--- config.mk ---
export PLATFORM = sky130hd
export DESIGN_NAME = bus_slave_resp_arb_flat
export DESIGN_NICKNAME = d
export VERILOG_FILES = /design/src/rtl/bus_slave_resp_arb_if.sv /design/src/rtl/bus_slave_resp_arb.sv /design/src/flat_wrapper.sv
export SDC_FILE = /design/constraint.sdc
export NUM_CORES = 1
export LEC_CHECK = 0
export CAP_MARGIN = 5
export CORE_AREA = 5 5 123 125
export CTS_CLUSTER_DIAMETER = 150
export DETAILED_ROUTE_END_ITERATION = 10
export DIE_AREA = 0 0 128 130
export DONT_BUFFER_PORTS = 1
export PLACE_DENSITY = 0.55
export SLEW_MARGIN = 20
export SYNTH_ARGS = -nofsm -noshare
export SYNTH_HDL_FRONTEND = slang
export SYNTH_SLANG_ARGS = --single-unit
--- constraint.sdc ---
create_clock -name clk -period 1.7 [get_ports clk]
set_input_delay 0.17 -clock clk [delete_from_list [all_inputs] [get_ports clk]]
set_output_delay 0.17 -clock clk [all_outputs]
set_load 0.02 [all_outputs]
--- src/rtl/bus_slave_resp_arb_if.sv ---
// Bus bundle between the master read port, the slave array and the response
// arbiter.
//   bus_req      master access active, held until bus_rdy
//   s_cs         slave chip selects from the address decoder
//   s_rd_data    slave read data, slave i at [i*DATA_W +: DATA_W]
//   s_rdy        slave ready
//   bus_rd_data  registered read data returned to the master
//   bus_rdy      one-cycle response strobe
//   bus_err      qualifies bus_rdy: decode error or timeout
//   bus_sel      latched slave index (debug)
// The arbiter connects through the slave modport; the master/slave side uses
// the master modport.
interface bus_slave_resp_arb_if #(
  parameter int unsigned NUM_SLAVES = 8,
  parameter int unsigned DATA_W     = 32,
  parameter int unsigned SEL_W      = (NUM_SLAVES > 1) ? $clog2(NUM_SLAVES) : 1
);
  logic                         bus_req;
  logic [NUM_SLAVES-1:0]        s_cs;
  logic [NUM_SLAVES*DATA_W-1:0] s_rd_data;
  logic [NUM_SLAVES-1:0]        s_rdy;
  logic [DATA_W-1:0]            bus_rd_data;
  logic                         bus_rdy;
  logic                         bus_err;
  logic [SEL_W-1:0]             bus_sel;

  modport slave (
    input  bus_req, s_cs, s_rd_data, s_rdy,
    output bus_rd_data, bus_rdy, bus_err, bus_sel
  );

  modport master (
    output bus_req, s_cs, s_rd_data, s_rdy,
    input  bus_rd_data, bus_rdy, bus_err, bus_sel
  );
endinterface

--- src/rtl/bus_slave_resp_arb.sv ---
// Registered response arbiter: returns read data and ready from one of
// NUM_SLAVES slaves to the single bus master. The selected slave is latched
// for the whole access; missing chip selects give a decode error and a stalled
// slave is cut off by a watchdog. Error responses are counted (saturating).
//   clk      system clock, rising edge
//   reset    asynchronous reset, active-low
//   bus      bus bundle (slave modport), see bus_slave_resp_arb_if
//   err_clr  synchronous clear of err_cnt, wins over an increment
//   err_cnt  saturating count of error responses
module bus_slave_resp_arb #(
  parameter int unsigned NUM_SLAVES = 8,
  parameter int unsigned DATA_W     = 32,
  parameter int unsigned TIMEOUT    = 16,
  parameter int unsigned ERRCNT_W   = 8
) (
  input  logic                clk,
  input  logic                reset,
  bus_slave_resp_arb_if.slave bus,
  input  logic                err_clr,
  output logic [ERRCNT_W-1:0] err_cnt
);

  localparam int unsigned SEL_W = $clog2(NUM_SLAVES);
  localparam int unsigned TO_W  = (TIMEOUT < 2) ? 1 : $clog2(TIMEOUT + 1);

  typedef enum logic [1:0] {
    IDLE = 2'd0,
    WAIT = 2'd1,
    RESP = 2'd2
  } state_t;

  state_t            state;
  logic [TO_W-1:0]   wait_cnt;
  logic              any_cs;
  logic [SEL_W-1:0]  first_idx;
  logic              sel_rdy;
  logic [DATA_W-1:0] sel_data;

  // Lowest-index chip select wins.
  always_comb begin
    any_cs    = |bus.s_cs;
    first_idx = '0;
    for (int i = NUM_SLAVES - 1; i >= 0; i--) begin
      if (bus.s_cs[i]) first_idx = SEL_W'(i);
    end
  end

  // Ready and data of the latched slave.
  always_comb begin
    sel_rdy  = 1'b0;
    sel_data = '0;
    for (int i = 0; i < NUM_SLAVES; i++) begin
      if (bus.bus_sel == SEL_W'(i)) begin
        sel_rdy  = bus.s_rdy[i];
        sel_data = bus.s_rd_data[i*DATA_W +: DATA_W];
      end
    end
  end

  // Access FSM with registered response outputs and error counter.
  always_ff @(posedge clk or negedge reset) begin
    if (!reset) begin
      state           <= IDLE;
      wait_cnt        <= '0;
      bus.bus_rd_data <= '0;
      bus.bus_rdy     <= 1'b0;
      bus.bus_err     <= 1'b0;
      bus.bus_sel     <= '0;
      err_cnt         <= '0;
    end else begin
      bus.bus_rdy <= 1'b0;

      if (err_clr) begin
        err_cnt <= '0;
      end else if (state == RESP && bus.bus_err && err_cnt != '1) begin
        err_cnt <= err_cnt + ERRCNT_W'(1);
      end

      case (state)
        IDLE: begin
          if (bus.bus_req) begin
            if (any_cs) begin
              bus.bus_sel <= first_idx;
              wait_cnt    <= '0;
              state       <= WAIT;
            end else begin
              bus.bus_rd_data <= '0;
              bus.bus_err     <= 1'b1;
              bus.bus_rdy     <= 1'b1;
              state           <= RESP;
            end
          end
        end
        WAIT: begin
          // A master abort drops the access without any response.
          if (!bus.bus_req) begin
            state <= IDLE;
          end else if (sel_rdy) begin
            bus.bus_rd_data <= sel_data;
            bus.bus_err     <= 1'b0;
            bus.bus_rdy     <= 1'b1;
            state           <= RESP;
          // wait_cnt counts completed WAIT cycles; expire once TIMEOUT have
          // passed without ready.
          end else if (TIMEOUT != 0 && wait_cnt == TO_W'(TIMEOUT)) begin
            bus.bus_rd_data <= '0;
            bus.bus_err     <= 1'b1;
            bus.bus_rdy     <= 1'b1;
            state           <= RESP;
          end else begin
            wait_cnt <= wait_cnt + TO_W'(1);
          end
        end
        RESP:    state <= IDLE;
        default: state <= IDLE;
      endcase
    end
  end

endmodule
--- src/flat_wrapper.sv ---
// flat-port wrapper written by rule: the top's interface ports become plain ports
module bus_slave_resp_arb_flat 
#(
  parameter int unsigned NUM_SLAVES = 8,
  parameter int unsigned DATA_W     = 32,
  parameter int unsigned TIMEOUT    = 16,
  parameter int unsigned ERRCNT_W   = 8
)
  (clk, reset, err_clr, err_cnt, bus_bus_req, bus_s_cs, bus_s_rd_data, bus_s_rdy, bus_bus_rd_data, bus_bus_rdy, bus_bus_err, bus_bus_sel);
  bus_slave_resp_arb_if #(.NUM_SLAVES(NUM_SLAVES), .DATA_W(DATA_W)) bus_i ();
  input  logic clk;
  input  logic reset;
  input  logic err_clr;
  output logic [ERRCNT_W-1:0] err_cnt;
  input wire logic [$bits(bus_i.bus_req)-1:0] bus_bus_req;
  input wire logic [$bits(bus_i.s_cs)-1:0] bus_s_cs;
  input wire logic [$bits(bus_i.s_rd_data)-1:0] bus_s_rd_data;
  input wire logic [$bits(bus_i.s_rdy)-1:0] bus_s_rdy;
  output wire logic [$bits(bus_i.bus_rd_data)-1:0] bus_bus_rd_data;
  output wire logic [$bits(bus_i.bus_rdy)-1:0] bus_bus_rdy;
  output wire logic [$bits(bus_i.bus_err)-1:0] bus_bus_err;
  output wire logic [$bits(bus_i.bus_sel)-1:0] bus_bus_sel;
  assign bus_i.bus_req = bus_bus_req;
  assign bus_i.s_cs = bus_s_cs;
  assign bus_i.s_rd_data = bus_s_rd_data;
  assign bus_i.s_rdy = bus_s_rdy;
  assign bus_bus_rd_data = bus_i.bus_rd_data;
  assign bus_bus_rdy = bus_i.bus_rdy;
  assign bus_bus_err = bus_i.bus_err;
  assign bus_bus_sel = bus_i.bus_sel;
  bus_slave_resp_arb #(.NUM_SLAVES(NUM_SLAVES), .DATA_W(DATA_W), .TIMEOUT(TIMEOUT), .ERRCNT_W(ERRCNT_W)) u_core (.clk(clk), .reset(reset), .bus(bus_i), .err_clr(err_clr), .err_cnt(err_cnt));
endmodule
==> flow_summary.toml <==
[layout]
design_area_um2 = 5750
final_nets = 887
antenna_cells = 0
final_cell_mix = "65 x buf_4, 54 x nand2_1, 51 x a21oi_1"
syn_to_final_growth_pct = 26.5
final_common_cell = "buf_4"
n_fill_cell = 1390
drive_above_1_share_pct = 24.6

[timing]
relSlewSlack_pct = 68.9
rsz0062_at_grt = "yes"
maxSlewViolCount = 0
max_freq_mhz = 531
worstMarginPinSlew_ps = 465
period_share_pct = 111
final.setup_skew_ps = 5.17
hold_viol = 0
finalWorstSetupSlack_ps = -184
setup_viol = 39
min_period_ps = 1880

[critical_path]
worstPathMaxFanout = 11
worstRegToRegCells = 8
cpPeakStageDelay_ps = 540
cp_cell_sequence = "mux2i_1 > o21ai_1 > a21oi_2 > a221oi_4 > o41ai_4 > buf_6 > buf_8 > o2bb2ai_1"
rr_endpoint = "u_core.bus.bus_rd_data[13]"
path_buf_inv = 2
crit_family = "compound AO/OA/AOI/OAI gates"
startpoint_type = "register"
cp_slowest_cell = "dfrtp_4"
required_ps = 1920
reg2reg_from = "u_core.bus.bus_sel[0]"
r2r_setup_slack_ps = -180
crit_path_end_kind = "register"
worstPathArrival_ps = 2100
critPathKind = "register to register"

[placement]
gp_congestion = 0.889
hpwl_um = 16700
dpl_cell_area_um2 = 5130
portBuffers = 0

[clock_tree]
cts_buffers = 5
cts_max_path_buffers = 2
clk_latency_ps = 300
root_buffer = "clkbuf_16"
htreeDepth = 2
cts_tree = "yes"
cts.sinks = 52
path_clk_slew_ps = 70

[outcome]
violations = "negative setup slack"
outcome = "finished with violations"

[drt]
dr_total_vias = 4836
drtAntennaViolNets = 0
drt-total-wl_um = 20700
route.detailed.drc = 0
drtIter0Drc = 389
vias_per_cell = 6.13
wl_per_cell_um = 26.2
drt-pass1-iter-count = 5

[power_and_ir_drop]
power.total_w = 0.00751
ir_drop_v = 0.000482
powerDensity_nw_per_um2 = 1310
leakagePower_nw = 2.24

[hold_path]
min_path_cells = 2
hold_end = "u_core.bus.bus_rd_data[4]"
hold_class = "input port to register"
min-delay-start = "bus_s_rd_data[228]"

[floorplan]
die_y_um = 130
die_w_um = 128
row_count = 43
io_pins = 321
core_region_area_um2 = 13800
die_area_um2 = 16600
start_util_pct = 33.0

[synth]
synth.distinct_cells = 45
async_reset_ff_share_pct = 100
synthesis.nets = 850
synthCells = 571
synthFlopType = "dfrtp_1"
syn_area_um2 = 4550
synth-seq-area-share_pct = 28.6
synth_edf_count = 0
syn_avg_cell_area_um2 = 7.96
ys_ff_latch = 52
ys.warnings.count = 0

[grt]
antenna_found_initial = 0
grt_start_max_net_pins = 53
grt_overflow = 0
grt_pass1_vias = 4734
grt_use_total_pct = 22.5
grt_pass1_wl_um = 28800

[job]
drv_cap = 0
==> registers in the layout, indices dropped and copies added, names as in the netlist <==
name,cells
u_core.bus.bus_rd_data,32
u_core.err_cnt,8
u_core.wait_cnt,5
u_core.bus.bus_sel,3
u_core.state,2
u_core.bus.bus_err,1
u_core.bus.bus_rdy,1
==> cell usage after synthesis, types with 2 or more instances <==
cell type / instances / share of area (%)
a211oi_1: 4 / 0.66
a21o_1: 10 / 1.7
a21oi_1: 56 / 6.2
a221oi_1: 16 / 3.1
a22oi_1: 11 / 1.8
a31oi_1: 11 / 1.5
and2_1: 2 / 0.28
and3_1: 13 / 1.8
buf_1: 4 / 0.33
buf_2: 8 / 0.88
buf_4: 4 / 0.66
clkbuf_1: 36 / 3.0
dfrtp_1: 52 / 29
ha_1: 3 / 0.83
inv_1: 12 / 0.99
mux2_2: 5 / 1.2
mux2i_1: 49 / 11
mux4_2: 2 / 0.99
nand2_1: 55 / 4.5
nand2b_1: 3 / 0.41
nand3_1: 4 / 0.44
nand3b_1: 2 / 0.33
nand4_1: 3 / 0.41
nor2_1: 48 / 4.0
nor2b_1: 32 / 4.4
nor3_1: 4 / 0.44
o21ai_0: 24 / 2.6
o221ai_1: 12 / 2.3
o22ai_1: 31 / 4.3
o2bb2ai_1: 32 / 6.2
or3_1: 5 / 0.69
or4_1: 2 / 0.33
xor2_1: 4 / 0.77
==> metrics by stage <==
| step | setup TNS (ps) | hold WS (ps) | setup WS, ps | std cells | utilization (%) |
|---|---|---|---|---|---|
| 3_5_place_dp | -9600 | -122 | -306 | 767 | 37.3 |
| 4_1_cts | -4720 | 92.2 | -154 | 786 | 40.8 |
| 2_1_floorplan | -6640 | -126 | -203 | 571 | - |
| 5_1_grt | -10770 | 96.4 | -315 | 789 | 41.8 |
| 3_3_place_gp | -7760 | -121 | -259 | 767 | 37.3 |
| 6_report | -6030 | 90.7 | -184 | 789 | 41.8 |
==> routing by layer <==
metal | GRT usage [%] | vias to the layer above | routed length [um]
met2 | 38.2 | 234 | 10300
met1 | 29.1 | 2367 | 8170
met5 | 0 | - | 0
met4 | 4.56 | 0 | 310
met3 | 6.02 | 23 | 1910
li1 | - | 2212 | -
==> logic make-up (layout without fill, tap and decap cells) <==
family / Yosys count / in the layout / share of synthesized area, %
AND/OR/NAND/NOR: 173 / 173 / 18.0
multiplexers: 56 / 56 / 13.0
XOR/XNOR: 5 / 5 / 0.963
flip-flops: 52 / 52 / 28.6
buffers and inverters: 65 / 103 / 5.92
AO/OA/AOI/OAI: 217 / 217 / 32.6
adder cells (fa/ha/maj): 3 / 3 / 0.826
==> where the power goes <==
group | internal (W) | switching [W] | total, W
combinational | 0.00182 | 0.00207 | 0.00389
sequential | 0.00160 | 0.000828 | 0.00243
clock | 0.000701 | 0.000494 | 0.00119
==> how the worst max path moves through the flow <==
stage | slack, ps | to | startpoint | depth (start not counted)
3_5_place_dp | -310 | u_core.bus.bus_rd_data[29] | u_core.bus.bus_sel[0] | 7
4_1_cts | -150 | u_core.bus.bus_rd_data[13] | u_core.bus.bus_sel[0] | 8
2_1_floorplan | -200 | u_core.bus.bus_rd_data[12] | u_core.bus.bus_sel[1] | 8
6_report | -180 | u_core.bus.bus_rd_data[13] | u_core.bus.bus_sel[0] | 8
3_3_place_gp | -260 | u_core.bus.bus_err | u_core.bus.bus_sel[0] | 7
5_1_grt | -320 | u_core.bus.bus_rd_data[16] | u_core.bus.bus_sel[0] | 8
==> layout make-up <==
cell class / count / area, um2 / share of cell area [%]
clock buffer: 5 / 125 / 2.17
clock inverter: 3 / 46.3 / 0.805
inverter: 13 / 51.3 / 0.892
multi-input combinational: 454 / 3230 / 56.1
timing repair buffer: 82 / 762 / 13.2
tap: 180 / 225 / 3.91
sequential: 52 / 1320 / 22.9
==> what timing repair did <==
action                                 4_1_cts  5_1_grt
gates cloned                                 3        0
buffers inserted                             3        3
resized for setup                           46       20
setup endpoints to repair                   42       43
pin swaps                                   13        3
hold buffers                                 5        0
endpoints found under the hold margin       62        0
No activity file was read; power rests on OpenSTA's default activity.
